## src/rtl/ysyx_24100012_pkg.sv

```systemverilog
`default_nettype none
// ============================================================================
// Module      : ysyx_24100012_pkg
// Description : Shared decode constants for the NPC decode stage: RV32I
//               opcodes, ALU operation selects, the instruction-kind enum
//               and the registered decode payload layout.
// Revision    : 1.0 - initial release
// ============================================================================
package ysyx_24100012_pkg;

    localparam logic [6:0] OPC_OP     = 7'b0110011;
    localparam logic [6:0] OPC_OP_IMM = 7'b0010011;
    localparam logic [6:0] OPC_LUI    = 7'b0110111;
    localparam logic [6:0] OPC_AUIPC  = 7'b0010111;
    localparam logic [6:0] OPC_JAL    = 7'b1101111;
    localparam logic [6:0] OPC_JALR   = 7'b1100111;
    localparam logic [6:0] OPC_LOAD   = 7'b0000011;
    localparam logic [6:0] OPC_STORE  = 7'b0100011;
    localparam logic [6:0] OPC_BRANCH = 7'b1100011;

    // ALU select: bit 3 picks the "alternate" op (sub / sra), bits 2:0
    // follow funct3 so register and immediate forms map directly.
    localparam logic [3:0] ALU_ADD  = 4'b0000;
    localparam logic [3:0] ALU_SUB  = 4'b1000;
    localparam logic [3:0] ALU_SLL  = 4'b0001;
    localparam logic [3:0] ALU_SLT  = 4'b0010;
    localparam logic [3:0] ALU_SLTU = 4'b0011;
    localparam logic [3:0] ALU_XOR  = 4'b0100;
    localparam logic [3:0] ALU_SRL  = 4'b0101;
    localparam logic [3:0] ALU_SRA  = 4'b1101;
    localparam logic [3:0] ALU_OR   = 4'b0110;
    localparam logic [3:0] ALU_AND  = 4'b0111;

    typedef enum logic [2:0] {
        KIND_ALU    = 3'd0,
        KIND_LOAD   = 3'd1,
        KIND_STORE  = 3'd2,
        KIND_BRANCH = 3'd3,
        KIND_JAL    = 3'd4,
        KIND_JALR   = 3'd5
    } kind_e;

    typedef struct packed {
        logic [31:0] a;
        logic [31:0] b;
        logic [3:0]  alu_sel;
        logic [4:0]  rd;
        logic        wen;
        kind_e       kind;
        logic [2:0]  funct3;
        logic [31:0] imm;
        logic [31:0] store_data;
        logic [31:0] pc;
        logic        illegal;
    } payload_t;

endpackage
`default_nettype wire

```

## src/rtl/ysyx_24100012_imm_gen.sv

```systemverilog
`default_nettype none
// ============================================================================
// Module      : ysyx_24100012_imm_gen
// Description : Combinational RV32I immediate extraction. Produces all five
//               sign-extended immediate formats from one instruction word.
// Ports       : i_inst    - instruction bits 31:7 (opcode is not needed)
//               o_imm_i/s/b/u/j - I, S, B, U and J format immediates
// Revision    : 1.0 - initial release
// ============================================================================
module ysyx_24100012_imm_gen (
    input  logic [31:7] i_inst,
    output logic [31:0] o_imm_i,
    output logic [31:0] o_imm_s,
    output logic [31:0] o_imm_b,
    output logic [31:0] o_imm_u,
    output logic [31:0] o_imm_j
);

    always_comb begin
        o_imm_i = {{20{i_inst[31]}}, i_inst[31:20]};
        o_imm_s = {{20{i_inst[31]}}, i_inst[31:25], i_inst[11:7]};
        o_imm_b = {{19{i_inst[31]}}, i_inst[31], i_inst[7], i_inst[30:25], i_inst[11:8], 1'b0};
        o_imm_u = {i_inst[31:12], 12'b0};
        o_imm_j = {{11{i_inst[31]}}, i_inst[31], i_inst[19:12], i_inst[20], i_inst[30:21], 1'b0};
    end

endmodule
`default_nettype wire

```

## src/rtl/ysyx_24100012_idu.sv

```systemverilog
`default_nettype none
// ============================================================================
// Module      : ysyx_24100012_idu
// Description : RV32I decode and operand-select stage feeding the ALU.
//               Accepts one instruction per valid/ready handshake, decodes
//               it against the combinational regfile read data and holds
//               the result in a single payload register.
// Ports       : clk, rst (async, active-low), flush (redirect)
//               in_valid/in_ready, in_inst, in_pc     - fetch side
//               rs1_addr/rs2_addr, rs1_data/rs2_data  - regfile read ports
//               out_valid/out_ready and out_*         - execute side
// Revision    : 1.0 - initial release
// ============================================================================
module ysyx_24100012_idu
    import ysyx_24100012_pkg::*;
#(
    parameter int DATA_WIDTH = 32
) (
    input  logic                  clk,
    input  logic                  rst,
    input  logic                  flush,
    input  logic                  in_valid,
    output logic                  in_ready,
    input  logic [31:0]           in_inst,
    input  logic [DATA_WIDTH-1:0] in_pc,
    output logic [4:0]            rs1_addr,
    output logic [4:0]            rs2_addr,
    input  logic [DATA_WIDTH-1:0] rs1_data,
    input  logic [DATA_WIDTH-1:0] rs2_data,
    output logic                  out_valid,
    input  logic                  out_ready,
    output logic [DATA_WIDTH-1:0] out_a,
    output logic [DATA_WIDTH-1:0] out_b,
    output logic [3:0]            out_alu_sel,
    output logic [4:0]            out_rd,
    output logic                  out_wen,
    output logic [2:0]            out_kind,
    output logic [2:0]            out_funct3,
    output logic [DATA_WIDTH-1:0] out_imm,
    output logic [DATA_WIDTH-1:0] out_store_data,
    output logic [DATA_WIDTH-1:0] out_pc,
    output logic                  out_illegal
);

    logic [6:0]  w_opcode;
    logic [2:0]  w_funct3;
    logic [6:0]  w_funct7;
    logic [4:0]  w_rd;
    logic [31:0] w_shamt;
    logic [31:0] w_imm_i, w_imm_s, w_imm_b, w_imm_u, w_imm_j;
    logic        w_legal;
    logic        w_writes;
    logic        w_accept;
    payload_t    w_pl;
    payload_t    r_pl;
    logic        r_valid;

    assign w_opcode = in_inst[6:0];
    assign w_rd     = in_inst[11:7];
    assign w_funct3 = in_inst[14:12];
    assign w_funct7 = in_inst[31:25];
    assign w_shamt  = {27'b0, in_inst[24:20]};
    assign rs1_addr = in_inst[19:15];
    assign rs2_addr = in_inst[24:20];

    ysyx_24100012_imm_gen u_imm_gen (
        .i_inst  (in_inst[31:7]),
        .o_imm_i (w_imm_i),
        .o_imm_s (w_imm_s),
        .o_imm_b (w_imm_b),
        .o_imm_u (w_imm_u),
        .o_imm_j (w_imm_j)
    );

    always_comb begin
        w_pl            = '0;
        w_pl.rd         = w_rd;
        w_pl.funct3     = w_funct3;
        w_pl.store_data = rs2_data;
        w_pl.pc         = in_pc;
        w_pl.alu_sel    = ALU_ADD;
        w_pl.kind       = KIND_ALU;
        w_legal         = 1'b1;
        w_writes        = 1'b0;
        case (w_opcode)
            OPC_OP: begin
                w_pl.a       = rs1_data;
                w_pl.b       = rs2_data;
                w_pl.alu_sel = {in_inst[30], w_funct3};
                // inst[30] is only meaningful for sub and sra.
                w_legal      = (w_funct7 == 7'h00) ||
                               ((w_funct7 == 7'h20) && ((w_funct3 == 3'b000) || (w_funct3 == 3'b101)));
                w_writes     = 1'b1;
            end
            OPC_OP_IMM: begin
                w_pl.a       = rs1_data;
                w_pl.b       = w_imm_i;
                w_pl.imm     = w_imm_i;
                w_pl.alu_sel = {1'b0, w_funct3};
                w_writes     = 1'b1;
                if (w_funct3 == 3'b001) begin
                    w_pl.b       = w_shamt;
                    w_pl.alu_sel = ALU_SLL;
                    w_legal      = (w_funct7 == 7'h00);
                end else if (w_funct3 == 3'b101) begin
                    w_pl.b       = w_shamt;
                    w_pl.alu_sel = in_inst[30] ? ALU_SRA : ALU_SRL;
                    w_legal      = (w_funct7 == 7'h00) || (w_funct7 == 7'h20);
                end
            end
            OPC_LUI: begin
                w_pl.b   = w_imm_u;
                w_pl.imm = w_imm_u;
                w_writes = 1'b1;
            end
            OPC_AUIPC: begin
                w_pl.a   = in_pc;
                w_pl.b   = w_imm_u;
                w_pl.imm = w_imm_u;
                w_writes = 1'b1;
            end
            OPC_JAL: begin
                // ALU computes the link address; the target uses imm.
                w_pl.a    = in_pc;
                w_pl.b    = 32'd4;
                w_pl.imm  = w_imm_j;
                w_pl.kind = KIND_JAL;
                w_writes  = 1'b1;
            end
            OPC_JALR: begin
                w_pl.a    = in_pc;
                w_pl.b    = 32'd4;
                w_pl.imm  = w_imm_i;
                w_pl.kind = KIND_JALR;
                w_writes  = 1'b1;
            end
            OPC_LOAD: begin
                w_pl.a    = rs1_data;
                w_pl.b    = w_imm_i;
                w_pl.imm  = w_imm_i;
                w_pl.kind = KIND_LOAD;
                w_writes  = 1'b1;
            end
            OPC_STORE: begin
                w_pl.a    = rs1_data;
                w_pl.b    = w_imm_s;
                w_pl.imm  = w_imm_s;
                w_pl.kind = KIND_STORE;
            end
            OPC_BRANCH: begin
                w_pl.a    = rs1_data;
                w_pl.b    = rs2_data;
                w_pl.imm  = w_imm_b;
                w_pl.kind = KIND_BRANCH;
                case (w_funct3[2:1])
                    2'b00:   w_pl.alu_sel = ALU_SUB;
                    2'b10:   w_pl.alu_sel = ALU_SLT;
                    2'b11:   w_pl.alu_sel = ALU_SLTU;
                    default: w_legal      = 1'b0;
                endcase
            end
            default: w_legal = 1'b0;
        endcase
        if (!w_legal) begin
            w_pl.alu_sel = ALU_ADD;
            w_pl.kind    = KIND_ALU;
        end
        w_pl.illegal = !w_legal;
        w_pl.wen     = w_writes && w_legal && (w_rd != 5'd0);
    end

    // flush blocks acceptance so a redirected-away instruction is never taken.
    assign in_ready = !flush && (!r_valid || out_ready);
    assign w_accept = in_valid && in_ready;

    always_ff @(posedge clk or negedge rst) begin
        if (!rst) begin
            r_valid <= 1'b0;
            r_pl    <= '0;
        end else begin
            if (flush) begin
                r_valid <= 1'b0;
            end else if (w_accept) begin
                r_valid <= 1'b1;
            end else if (out_ready) begin
                r_valid <= 1'b0;
            end
            if (w_accept) begin
                r_pl <= w_pl;
            end
        end
    end

    assign out_valid      = r_valid;
    assign out_a          = r_pl.a;
    assign out_b          = r_pl.b;
    assign out_alu_sel    = r_pl.alu_sel;
    assign out_rd         = r_pl.rd;
    assign out_wen        = r_pl.wen;
    assign out_kind       = r_pl.kind;
    assign out_funct3     = r_pl.funct3;
    assign out_imm        = r_pl.imm;
    assign out_store_data = r_pl.store_data;
    assign out_pc         = r_pl.pc;
    assign out_illegal    = r_pl.illegal;

endmodule
`default_nettype wire

```

## config.mk

```make
export PLATFORM = sky130hd
export DESIGN_NAME = ysyx_24100012_idu
export DESIGN_NICKNAME = d
export VERILOG_FILES = /design/src/rtl/ysyx_24100012_pkg.sv /design/src/rtl/ysyx_24100012_imm_gen.sv /design/src/rtl/ysyx_24100012_idu.sv
export SDC_FILE = /design/constraint.sdc
export NUM_CORES = 1
export LEC_CHECK = 0
export CAP_MARGIN = 40
export CORE_UTILIZATION = 25
export DETAILED_ROUTE_END_ITERATION = 8
export GPL_TIMING_DRIVEN = 0
export PLACE_DENSITY_LB_ADDON = 0.08
export RECOVER_POWER = 100
export SYNTH_ARGS = -nofsm -noshare
export SYNTH_HDL_FRONTEND = slang
export SYNTH_HIERARCHICAL = 1
export SYNTH_SLANG_ARGS = --single-unit
```

## constraint.sdc

```tcl
create_clock -name clk -period 2.7 [get_ports clk]
set_input_delay 0.27 -clock clk [delete_from_list [all_inputs] [get_ports clk]]
set_output_delay 0.27 -clock clk [all_outputs]
set_load 0.02 [all_outputs]
```

# Word level (Yosys, flattened, before mapping)
# Index checks and enable logic that the tools add are counted.
op_classes:
  muxes: 19
  eq_ne: 14
  reduce_logical: 26
op_table:
  columns: ["cell", "count"]
  rows:
  - ["32-bit one-hot mux with 6 select lines", 1]
  - ["32-bit one-hot mux with 5 select lines", 1]
  - ["36-bit 2-to-1 mux", 2]
  - ["32-bit one-hot mux with 2 select lines", 1]
  - ["7-bit by 6-bit == test with 1-bit output, second input constant", 4]
  - ["4-bit one-hot mux with 3 select lines", 2]
  - ["7-bit == test, second input constant", 3]
  - ["3-bit one-hot mux with 5 select lines", 1]
  - ["7-bit by 5-bit == test with 1-bit output, second input constant", 2]
  - ["3-bit OR reduction", 3]
  - ["4-bit 2-to-1 mux", 2]
  - ["7-bit by 2-bit == test with 1-bit output, second input constant", 1]
  - ["7-bit zero test", 1]
  - ["1-bit 2-to-1 mux", 7]
  - ["7-bit OR reduction", 1]
  - ["2-bit OR reduction", 3]
  - ["6-bit OR reduction", 1]
  - ["1-bit logical AND", 5]
  - ["5-bit nonzero test", 1]
  - ["5-bit OR reduction", 1]
  - ["2-bit == test, second input constant", 2]
  - ["1-bit logical OR", 4]
  - ["1-bit one-hot mux with 4 select lines", 1]
  - ["3-bit by 1-bit == test with 1-bit output, second input constant", 1]
  - ["other kinds (6)", 8]
word_totals:
  register_bits: 178
  in_bits: 133
  out_inout_bits: 189

# Longest topological paths before layout
# Gate-level depths: netlist (run 1).
logic_depth:
  ltp_word: 7
  depth_mapped: 8
  depth_no_buf: 5

# By module
# The synthesis (run 1) kept the hierarchy.
by_module_without_submodules:
  columns: ["mod", "seq_area_each_um2", "instances", "area_per_inst_um2", "cells_each"]
  rows:
  - ["ysyx_24100012_idu", 4454.3, 1, 8567.0, 878]
  - ["ysyx_24100012_imm_gen", 0.0, 1, 1204.9, 161]

# Worst setup path after synthesis (run 1)
# Ideal clock, no wire load.
synth_path:
  path_type: "register to register"
  start: "register r_valid, in the netlist out_valid"
  end: "register r_pl, in the netlist out_imm[13]"
  required_ns: 2.606
  path_slack_ns: 0.665
  setup_time_ns: 0.094
  stages_incl_launch_ff: 9
  t_arrival_ns: 1.941
  path_cell_list: "dfrtp_1 nor2b_1 nor2_1 and2_1 buf_2 buf_2 buf_2 nor2_1 a211oi_1"
synth_between:
  elab_chain_len: 4
synth_lines:
  columns: ["item", "line_no", "text"]
  rows:
  - ["from (decl)", "ysyx_24100012_idu.sv:56", "logic r_valid;"]
  - ["from (signal assigned)", "ysyx_24100012_idu.sv:178", "r_valid <= 1'b0;"]
  - ["from (signal assigned)", "ysyx_24100012_idu.sv:182", "r_valid <= 1'b0;"]
  - ["from (signal assigned)", "ysyx_24100012_idu.sv:184", "r_valid <= 1'b1;"]
  - ["1-bit zero test", "ysyx_24100012_idu.sv:173", "assign in_ready = !flush && (!r_valid || out_ready);"]
  - ["1-bit logical OR", "ysyx_24100012_idu.sv:173", null]
  - ["1-bit logical AND", "ysyx_24100012_idu.sv:173", null]
  - ["named net in_ready", "ysyx_24100012_idu.sv:23", "output logic in_ready,"]
  - ["1-bit logical AND", "ysyx_24100012_idu.sv:174", "assign w_accept = in_valid && in_ready;"]
  - ["to (signal assigned)", "ysyx_24100012_idu.sv:189", "r_pl <= w_pl;"]
  - ["to (decl)", "ysyx_24100012_idu.sv:55", "payload_t r_pl;"]
# The timed path passes the listed nets, and every way through them passes these cells.
# A chain may end at the register's enable or synchronous reset.

# Worst setup path in the final report (run 1)
layout_path:
  start: "input in_inst[5]"
  end: "register r_pl, in the netlist out_imm[30]"
layout_between:
  elab_chain_len: 3
  word_cells_on_any_way: 11
  cone_classes: "8 x eq/ne; 1 x mux; 2 x reduce/logical"
layout_lines:
  columns: ["item", "line_no", "text"]
  rows:
  - ["from (decl)", "ysyx_24100012_idu.sv:24", "input logic [31:0] in_inst,"]
  - ["7-bit by 2-bit == test with 1-bit output, or another cell as far along", "ysyx_24100012_idu.sv:85", "case (w_opcode)"]
  - ["3-bit OR reduction (no line) or 2-bit OR reduction (tied branches)", null, null]
  - ["32-bit one-hot mux with 5 select lines (*)", "ysyx_24100012_idu.sv:85", null]
# Mark *: on every way between the ends. The rest lies on a longest branch, timed or not.

==> results of run 1 <==
## final cells by class
| class | instances | area, µm² |
|---|---|---|
| multi-input combinational | 629 | 3580 |
| tap | 518 | 648 |
| inverter | 2 | 7.51 |
| sequential | 178 | 4450 |
| clock inverter | 11 | 176 |
| clock buffer | 21 | 460 |
| timing repair buffer | 318 | 3200 |
| fill | 4037 | 24300 |
| buffer | 243 | 1720 |
## repair_timing
action,CTS,global route
endpoints found under the hold margin,77,0
gates resized for setup,0,2
hold buffers,1,0
setup endpoints to repair,0,11
setup buffers,0,0
## tightest hold or removal path: cells and delay by family
kind / cells / cell delay [ns]
buffers and inverters: 1 / 0.15
and+or+nand+nor: 1 / 0.09
AOI/OAI and AO/OA: 1 / 0.07
## cells in the mapped netlist, types with 2 or more instances
library cell,count
nand2_1,260
dfrtp_1,178
buf_4,171
o21ai_0,63
nor2_1,38
a22oi_1,36
a21oi_1,34
a222oi_1,33
a22o_1,31
a221oi_1,28
buf_2,26
a211oi_1,24
clkbuf_1,22
a211oi_2,10
buf_6,9
clkbuf_8,6
buf_1,5
o21ai_1,5
o31ai_2,5
a32oi_1,3
clkbuf_2,3
a22o_2,2
and3_1,2
and3_2,2
inv_1,2
nand3_1,2
nor2b_1,2
nor3_1,2
nor3_2,2
nor4_1,2
## state kept, by name, summed over array words and instances, names as in the netlist, 3 cells and up
| signal | flops |
|---|---|
| out_a | 32 |
| out_imm | 32 |
| out_b | 32 |
| out_alu_sel | 4 |
| out_rd | 5 |
| out_pc | 32 |
| out_funct3 | 3 |
| out_store_data | 32 |
| out_kind | 3 |
## cells by family after synthesis
logic type	count (synthesis)	synth area share, %
xor gates and xnor gates	1	0.0896
DFF	178	45.6
other	1	0.0384
and+or+nand+nor	328	14.2
AOI/OAI and AO/OA	286	22.3
buffers and inverters	245	17.8
## worst paths after layout
path                                    start                  to  slack, ns
setup / recovery                   in_inst[5]         out_imm[30]       0.21
hold / removal                    in_inst[14]      out_alu_sel[2]       0.18
setup reg to reg                    out_valid           out_b[14]       0.34
hold reg to reg            out_store_data[21]  out_store_data[21]       0.47
max in group asynchronous                 rst         out_imm[10]       0.43
min in group asynchronous                 rst           out_a[12]       0.90
## per-stage QoR
step,cells,setup TNS [ns]
after global placement,1885,-1356.99
final,1920,0
after CTS,1920,0
after global routing,1920,0
after detailed placement,1887,-3.41
after floorplan,1052,0
## report_power, final
part | total, W | switching (W) | internal [W]
clock network | 0.00280 | 0.00119 | 0.00161
logic | 0.00152 | 0.000814 | 0.000701
registers | 0.00293 | 0.0000852 | 0.00284
total | 0.00725 | 0.00209 | 0.00516
## metal layers
layer	vias up	track usage, %
li1	4201	-
met1	4275	27.3
met2	234	31.7
met3	12	4.42
met4	0	3.53
met5	-	0
==> impl_metrics.prom, run 1 <==
# TYPE chip_impl_metric gauge
chip_impl_info{name="kind_of_end_point_of_the_critical_path",value="flop"} 1
chip_impl_metric{name="min_path_cells",unit=""} 3
chip_impl_metric{name="finalWeightedCongestion",unit=""} 0.761
chip_impl_info{name="commonest_cells_after_routing_fill_and_taps_aside",value="260 x nand2_1, 191 x dlygate4sd3_1, 178 x dfrtp_1"} 1
chip_impl_metric{name="fin_ws",unit="ns"} 0.208
chip_impl_metric{name="critical_path_buf_inv_count",unit=""} 2
chip_impl_metric{name="design.portCount",unit=""} 322
chip_impl_metric{name="area_growth",unit="%"} 45.8
chip_impl_metric{name="worstPathRequired",unit="ns"} 3.07
chip_impl_metric{name="cts_inserted_buffers",unit=""} 17
chip_impl_metric{name="fmaxAchievable",unit="MHz"} 401
chip_impl_metric{name="n_antenna_cell",unit=""} 0
chip_impl_metric{name="insertion_delay",unit="ns"} 0.45
chip_impl_metric{name="antenna_violating_nets_remaining",unit=""} 0
chip_impl_metric{name="area_of_the_die",unit="mm²"} 0.0399
chip_impl_metric{name="reg2reg_depth",unit=""} 7
chip_impl_metric{name="num_vias",unit=""} 8722
chip_impl_metric{name="number_of_global_route_vias_before_repair",unit=""} 8765
chip_impl_metric{name="die_outline_width",unit="µm"} 200
chip_impl_metric{name="summed_instance_area_of_the_synthesized_netlist",unit="mm²"} 0.00977
chip_impl_metric{name="critPathArrivalTime",unit="ns"} 2.86
chip_impl_metric{name="global_route_overflow",unit=""} 0
chip_impl_metric{name="synth-seq-area-share",unit="%"} 45.6
chip_impl_metric{name="wl_met1",unit="µm"} 18400
chip_impl_metric{name="post_route_total_power",unit="W"} 0.00725
chip_impl_metric{name="maxCapViolations",unit=""} 1
chip_impl_metric{name="clkSlewWorstSetupHoldPaths",unit="ns"} 0.08
chip_impl_metric{name="violation_count_after_the_first_detailed_routing_iteration",unit=""} 566
chip_impl_info{name="violations",value="design-rule violations, max-capacitance violations, max-slew violations"} 1
chip_impl_info{name="post-synth-top-area-cell",value="dfrtp_1"} 1
chip_impl_metric{name="fin_worst_skew",unit="ns"} 0.0108
chip_impl_metric{name="grt_pass1_wl",unit="µm"} 57800
chip_impl_metric{name="postSynthAreaPerCell",unit="µm²"} 9.41
chip_impl_metric{name="worst_path_largest_cell_delay",unit="ns"} 0.62
chip_impl_metric{name="fin_crit_sh",unit="%"} 92.3
chip_impl_metric{name="post-dp-hpwl",unit="µm"} 28800
chip_impl_metric{name="cellLeakagePower",unit="nW"} 6.64
chip_impl_metric{name="synth.yosys.warnings",unit=""} 6
chip_impl_info{name="largest_cells_by_area_after_synthesis",value="dfrtp_1 46%, buf_4 13%, nand2_1 10%"} 1
chip_impl_metric{name="synth_top_area_share",unit="%"} 45.6
chip_impl_metric{name="worst-path-max-fanout",unit=""} 10
chip_impl_info{name="maxUsedRoutingLayer",value="met4"} 1
chip_impl_metric{name="number_of_flip_flops_and_latches_in_the_synthesized_netlist",unit=""} 178
chip_impl_metric{name="fp.coreArea",unit="mm²"} 0.0386
chip_impl_info{name="timing.critical_path.max_delay_family",value="buffers and inverters"} 1
chip_impl_metric{name="initial_core_util",unit="%"} 25.3
chip_impl_info{name="crit_path_top_delay_cell",value="o22ai_1"} 1
chip_impl_info{name="synth_top_flop_cell",value="dfrtp_1"} 1
chip_impl_info{name="layout.cells.most_common",value="nand2_1"} 1
chip_impl_metric{name="power.density_cell_area",unit="mW/mm²"} 509
chip_impl_metric{name="grt_use_total",unit="%"} 19.8
chip_impl_metric{name="report.final.slew_viol_count",unit=""} 78
chip_impl_info{name="hold_path_class",value="in2reg"} 1
chip_impl_metric{name="maximum_count_of_clock_buffers_along_a_single_path",unit=""} 2
chip_impl_metric{name="cts-htree-levels",unit=""} 4
chip_impl_metric{name="async_flop_share",unit="%"} 100
chip_impl_metric{name="met3_wirelength",unit="µm"} 2130
chip_impl_info{name="cts_tree",value="built"} 1
chip_impl_metric{name="dr_vias_cell",unit=""} 4.54
chip_impl_metric{name="port_buffers",unit=""} 315
chip_impl_metric{name="route.detailed.wl_per_inst",unit="µm"} 20.4
chip_impl_metric{name="timing.final.setup_violations",unit=""} 0
chip_impl_metric{name="post_dp_cell_area",unit="mm²"} 0.0137
chip_impl_metric{name="final_hold_viol_count",unit=""} 0
chip_impl_metric{name="cp.depth",unit=""} 7
chip_impl_metric{name="finalNetCount",unit=""} 1522
chip_impl_metric{name="max_slew_margin",unit="%"} -29.5
chip_impl_metric{name="min_period",unit="ns"} 2.49
chip_impl_metric{name="antenna_violations_before_repair",unit=""} 0
chip_impl_info{name="grt_setup_unrepaired",value="false"} 1
chip_impl_metric{name="place_ws",unit="ns"} -0.150
chip_impl_metric{name="synthCells",unit=""} 1039
chip_impl_info{name="status",value="finished with violations"} 1
chip_impl_metric{name="detailroute.wirelength.met2",unit="µm"} 18400
chip_impl_metric{name="max-vdd-ir-drop",unit="µV"} 432
chip_impl_metric{name="die_h",unit="µm"} 200
chip_impl_metric{name="drive_above_1_share",unit="%"} 20.3
chip_impl_info{name="cts_root_buf",value="clkbuf_16"} 1
chip_impl_metric{name="number_of_core_rows",unit=""} 72
chip_impl_metric{name="worst_pin_slew",unit="ns"} 1.94
chip_impl_metric{name="ys_types",unit=""} 61
chip_impl_info{name="cell_by_cell_listing_of_the_critical_path",value="clkdlybuf4s50_1 -> nor2b_2 -> nand3_1 -> o22ai_1 -> clkbuf_1 -> a21oi_1 -> a211oi_1"} 1
chip_impl_metric{name="whs",unit="ns"} 0.180
chip_impl_metric{name="number_of_enable_type_register_cells_in_the_synthesized_netlist",unit=""} 0
chip_impl_metric{name="drc_violations_left",unit=""} 1
chip_impl_metric{name="final_cell_utilization_of_the_core",unit="%"} 37.0
chip_impl_metric{name="grt_start_max_net_pins",unit=""} 102
chip_impl_metric{name="dr.pass1.iters",unit=""} 9
chip_impl_info{name="critical_path.startpoint_type",value="primary input"} 1
chip_impl_metric{name="routed_wl",unit="µm"} 39300
chip_impl_metric{name="tritoncts_num_sinks",unit=""} 178
chip_impl_metric{name="final_area",unit="mm²"} 0.0143
chip_impl_info{name="timing.setup.critical_path_class",value="in2reg"} 1
Power figures use the tool's default switching activity.
==> inputs of run 2 (changes only) <==
--- a/config.mk
+++ b/config.mk
@@ -6,7 +6,7 @@
 export NUM_CORES = 1
 export LEC_CHECK = 0
 export CAP_MARGIN = 40
-export CORE_UTILIZATION = 25
+export CORE_UTILIZATION = 50
 export DETAILED_ROUTE_END_ITERATION = 8
 export GPL_TIMING_DRIVEN = 0
 export PLACE_DENSITY_LB_ADDON = 0.08
==> run 2 against run 1 <==
The flow finishes with violations (max-capacitance violations, max-slew violations). Combinational power shrank 3%. Sequential power is essentially flat. Flip-flop and latch count is the same. Final area shrank 2.7%. Utilization grew 36 points. Clock skew shrank 0.0034 ns. Non-clock buffer count is the same. Critical path type unchanged. Largest cell class unchanged. Largest power group unchanged. Highest routed layer unchanged.
==> impl_metrics.prom, run 2 (synthesis results as in run 1) <==
# TYPE chip_impl_metric gauge
chip_impl_metric{name="cts-htree-levels",unit=""} 4
chip_impl_info{name="critical_path.reg2reg.startpoint",value="out_valid"} 1
chip_impl_info{name="timing.setup.critical_path_class",value="in2reg"} 1
chip_impl_metric{name="post_dp_cell_area",unit="mm²"} 0.0133
chip_impl_metric{name="tritoncts_num_sinks",unit=""} 178
chip_impl_metric{name="area_of_the_die",unit="mm²"} 0.0201
chip_impl_metric{name="timing.final.setup_violations",unit=""} 0
chip_impl_metric{name="finalWeightedCongestion",unit=""} 0.867
chip_impl_metric{name="critPathArrivalTime",unit="ns"} 2.92
chip_impl_metric{name="fin_worst_skew",unit="ns"} 0.00743
chip_impl_info{name="commonest_cells_after_routing_fill_and_taps_aside",value="260 x nand2_1, 192 x dlygate4sd3_1, 178 x dfrtp_1"} 1
chip_impl_metric{name="antenna_violations_before_repair",unit=""} 1
chip_impl_metric{name="area_growth",unit="%"} 41.9
chip_impl_metric{name="grt_use_total",unit="%"} 32.1
chip_impl_metric{name="drive_above_1_share",unit="%"} 19.4
chip_impl_info{name="cell_by_cell_listing_of_the_critical_path",value="dlygate4sd3_1 -> and2b_1 -> a211oi_2 -> clkbuf_1 -> a22o_1 -> a211oi_1 -> o21ai_1"} 1
chip_impl_metric{name="routed_wl",unit="µm"} 32200
chip_impl_metric{name="worstPathRequired",unit="ns"} 3.06
chip_impl_metric{name="report.final.slew_viol_count",unit=""} 81
chip_impl_metric{name="design.portCount",unit=""} 322
chip_impl_metric{name="post_route_total_power",unit="W"} 0.00721
chip_impl_metric{name="fin_crit_sh",unit="%"} 94.8
chip_impl_metric{name="clkSlewWorstSetupHoldPaths",unit="ns"} 0.07
chip_impl_metric{name="die_h",unit="µm"} 142
chip_impl_info{name="grt_setup_unrepaired",value="false"} 1
chip_impl_metric{name="maxCapViolations",unit=""} 1
chip_impl_metric{name="grt_start_max_net_pins",unit=""} 99
chip_impl_metric{name="worst_path_largest_cell_delay",unit="ns"} 0.91
chip_impl_metric{name="die_outline_width",unit="µm"} 142
chip_impl_metric{name="final_hold_viol_count",unit=""} 0
chip_impl_metric{name="cts_inserted_buffers",unit=""} 17
chip_impl_metric{name="min_period",unit="ns"} 2.56
chip_impl_info{name="holdCritStartpoint",value="in_inst[14]"} 1
chip_impl_metric{name="worst_pin_slew",unit="ns"} 1.84
chip_impl_metric{name="port_buffers",unit=""} 315
chip_impl_info{name="timing.critical_path.max_delay_family",value="buffers and inverters"} 1
chip_impl_metric{name="dr_vias_cell",unit=""} 5.60
chip_impl_metric{name="fp.coreArea",unit="mm²"} 0.0190
chip_impl_info{name="status",value="finished with violations"} 1
chip_impl_metric{name="rrSetupSlack",unit="ns"} 0.25
chip_impl_metric{name="maximum_count_of_clock_buffers_along_a_single_path",unit=""} 2
chip_impl_metric{name="min_path_cells",unit=""} 3
chip_impl_metric{name="layout.filler_cells",unit=""} 1475
chip_impl_metric{name="post-dp-hpwl",unit="µm"} 23400
chip_impl_metric{name="cts_setup_buffers",unit=""} 0
chip_impl_metric{name="cellLeakagePower",unit="nW"} 6.61
chip_impl_metric{name="place_ws",unit="ns"} -0.0156
chip_impl_info{name="whs_endpoint",value="out_alu_sel[2]"} 1
chip_impl_metric{name="holdBufCountCts",unit=""} 1
chip_impl_info{name="violations",value="max-capacitance violations, max-slew violations"} 1
chip_impl_metric{name="fmaxAchievable",unit="MHz"} 391
chip_impl_metric{name="initial_core_util",unit="%"} 51.6
chip_impl_metric{name="drc_violations_left",unit=""} 0
chip_impl_metric{name="insertion_delay",unit="ns"} 0.44
chip_impl_metric{name="antenna_violating_nets_remaining",unit=""} 0
chip_impl_metric{name="max_slew_margin",unit="%"} -22.6
chip_impl_metric{name="dr.pass1.iters",unit=""} 9
chip_impl_metric{name="cp.depth",unit=""} 7
chip_impl_info{name="hold_path_class",value="in2reg"} 1
chip_impl_info{name="cts_root_buf",value="clkbuf_16"} 1
chip_impl_metric{name="grt_pass1_wl",unit="µm"} 49400
chip_impl_info{name="critical_path.startpoint_type",value="primary input"} 1
chip_impl_metric{name="power.density_cell_area",unit="mW/mm²"} 520
chip_impl_info{name="layout.cells.most_common",value="nand2_1"} 1
chip_impl_info{name="cts_tree",value="built"} 1
chip_impl_info{name="timing.rr.end",value="out_imm[5]"} 1
chip_impl_metric{name="worst-path-max-fanout",unit=""} 10
chip_impl_metric{name="number_of_global_route_vias_before_repair",unit=""} 8962
chip_impl_metric{name="reg2reg_depth",unit=""} 6
chip_impl_metric{name="global_route_overflow",unit=""} 0
chip_impl_metric{name="route.detailed.wl_per_inst",unit="µm"} 19.4
chip_impl_metric{name="whs",unit="ns"} 0.186
chip_impl_metric{name="cts_resized",unit=""} 0
chip_impl_info{name="crit_path_top_delay_cell",value="dlygate4sd3_1"} 1
chip_impl_metric{name="multi_input_area",unit="mm²"} 0.00355
chip_impl_metric{name="number_of_core_rows",unit=""} 50
chip_impl_metric{name="critical_path_buf_inv_count",unit=""} 2
chip_impl_metric{name="max-vdd-ir-drop",unit="µV"} 457
chip_impl_metric{name="fin_ws",unit="ns"} 0.141
chip_impl_metric{name="violation_count_after_the_first_detailed_routing_iteration",unit=""} 1030
chip_impl_info{name="kind_of_end_point_of_the_critical_path",value="flop"} 1
chip_impl_metric{name="num_vias",unit=""} 9303
chip_impl_metric{name="area.sequential",unit="mm²"} 0.00445
chip_impl_info{name="cp-startpoint",value="in_inst[13]"} 1
chip_impl_metric{name="final_area",unit="mm²"} 0.0139
chip_impl_metric{name="finalNetCount",unit=""} 1522
chip_impl_metric{name="setup_total_negative_slack",unit="ns"} 0
-- run 2: layout make-up --
class | instances | area share [%]
sequential | 178 | 32.1
multi-input combinational | 629 | 25.6
timing repair buffer | 318 | 23.0
buffer | 243 | 12.1
clock buffer | 18 | 3.09
tap | 260 | 2.35
clock inverter | 13 | 1.60
inverter | 2 | 0.0541
antenna | 1 | 0.0180
-- run 2: how the worst max path moves through the flow --
stage / endpoint / slack [ns]
floorplan: out_imm[13] / 0.67
global placement: out_pc[25] / -6.31
detailed placement: out_b[17] / -0.02
CTS: out_store_data[12] / 0.39
global route: out_b[29] / 0.12
finish: out_b[4] / 0.14
-- run 2: power breakdown --
group          switching (W)  total [W]  internal (W)
registers          0.0000883    0.00293       0.00284
clock network        0.00114    0.00280       0.00166
logic               0.000785    0.00148      0.000693
-- run 2: worst register-to-register path, cell delays in order (launching register included) --
cell,delay [ns]
dfrtp_1,0.37
nor2b_1,0.15
or3b_1,0.34
clkbuf_1,0.18
nor3_1,0.76
clkbuf_2,0.42
a211oi_1,0.10
-- run 2: through the flow --
step,cells,util (%)
after global routing,1662,73.2
after CTS,1661,73.9
after global placement,1627,70.2
after detailed placement,1629,70.4
final,1662,73.2
after floorplan,1052,-
-- run 2: routing by layer --
| metal | vias to the layer above | GRT usage, % | wire [µm] |
|---|---|---|---|
| met5 | - | 0 | 0 |
| met4 | 0 | 11.3 | 857 |
| met3 | 71 | 7.90 | 3070 |
| met2 | 484 | 52.0 | 15300 |
| met1 | 4533 | 42.1 | 13000 |
| li1 | 4215 | - | - |
==> inputs of run 3 (changes only) <==
--- a/config.mk
+++ b/config.mk
@@ -6,7 +6,7 @@
 export NUM_CORES = 1
 export LEC_CHECK = 0
 export CAP_MARGIN = 40
-export CORE_UTILIZATION = 50
+export CORE_UTILIZATION = 25
 export DETAILED_ROUTE_END_ITERATION = 8
 export GPL_TIMING_DRIVEN = 0
 export PLACE_DENSITY_LB_ADDON = 0.08
==> results of run 3 <==
The final DEF is identical to that of run 1; final timing and power are the same.
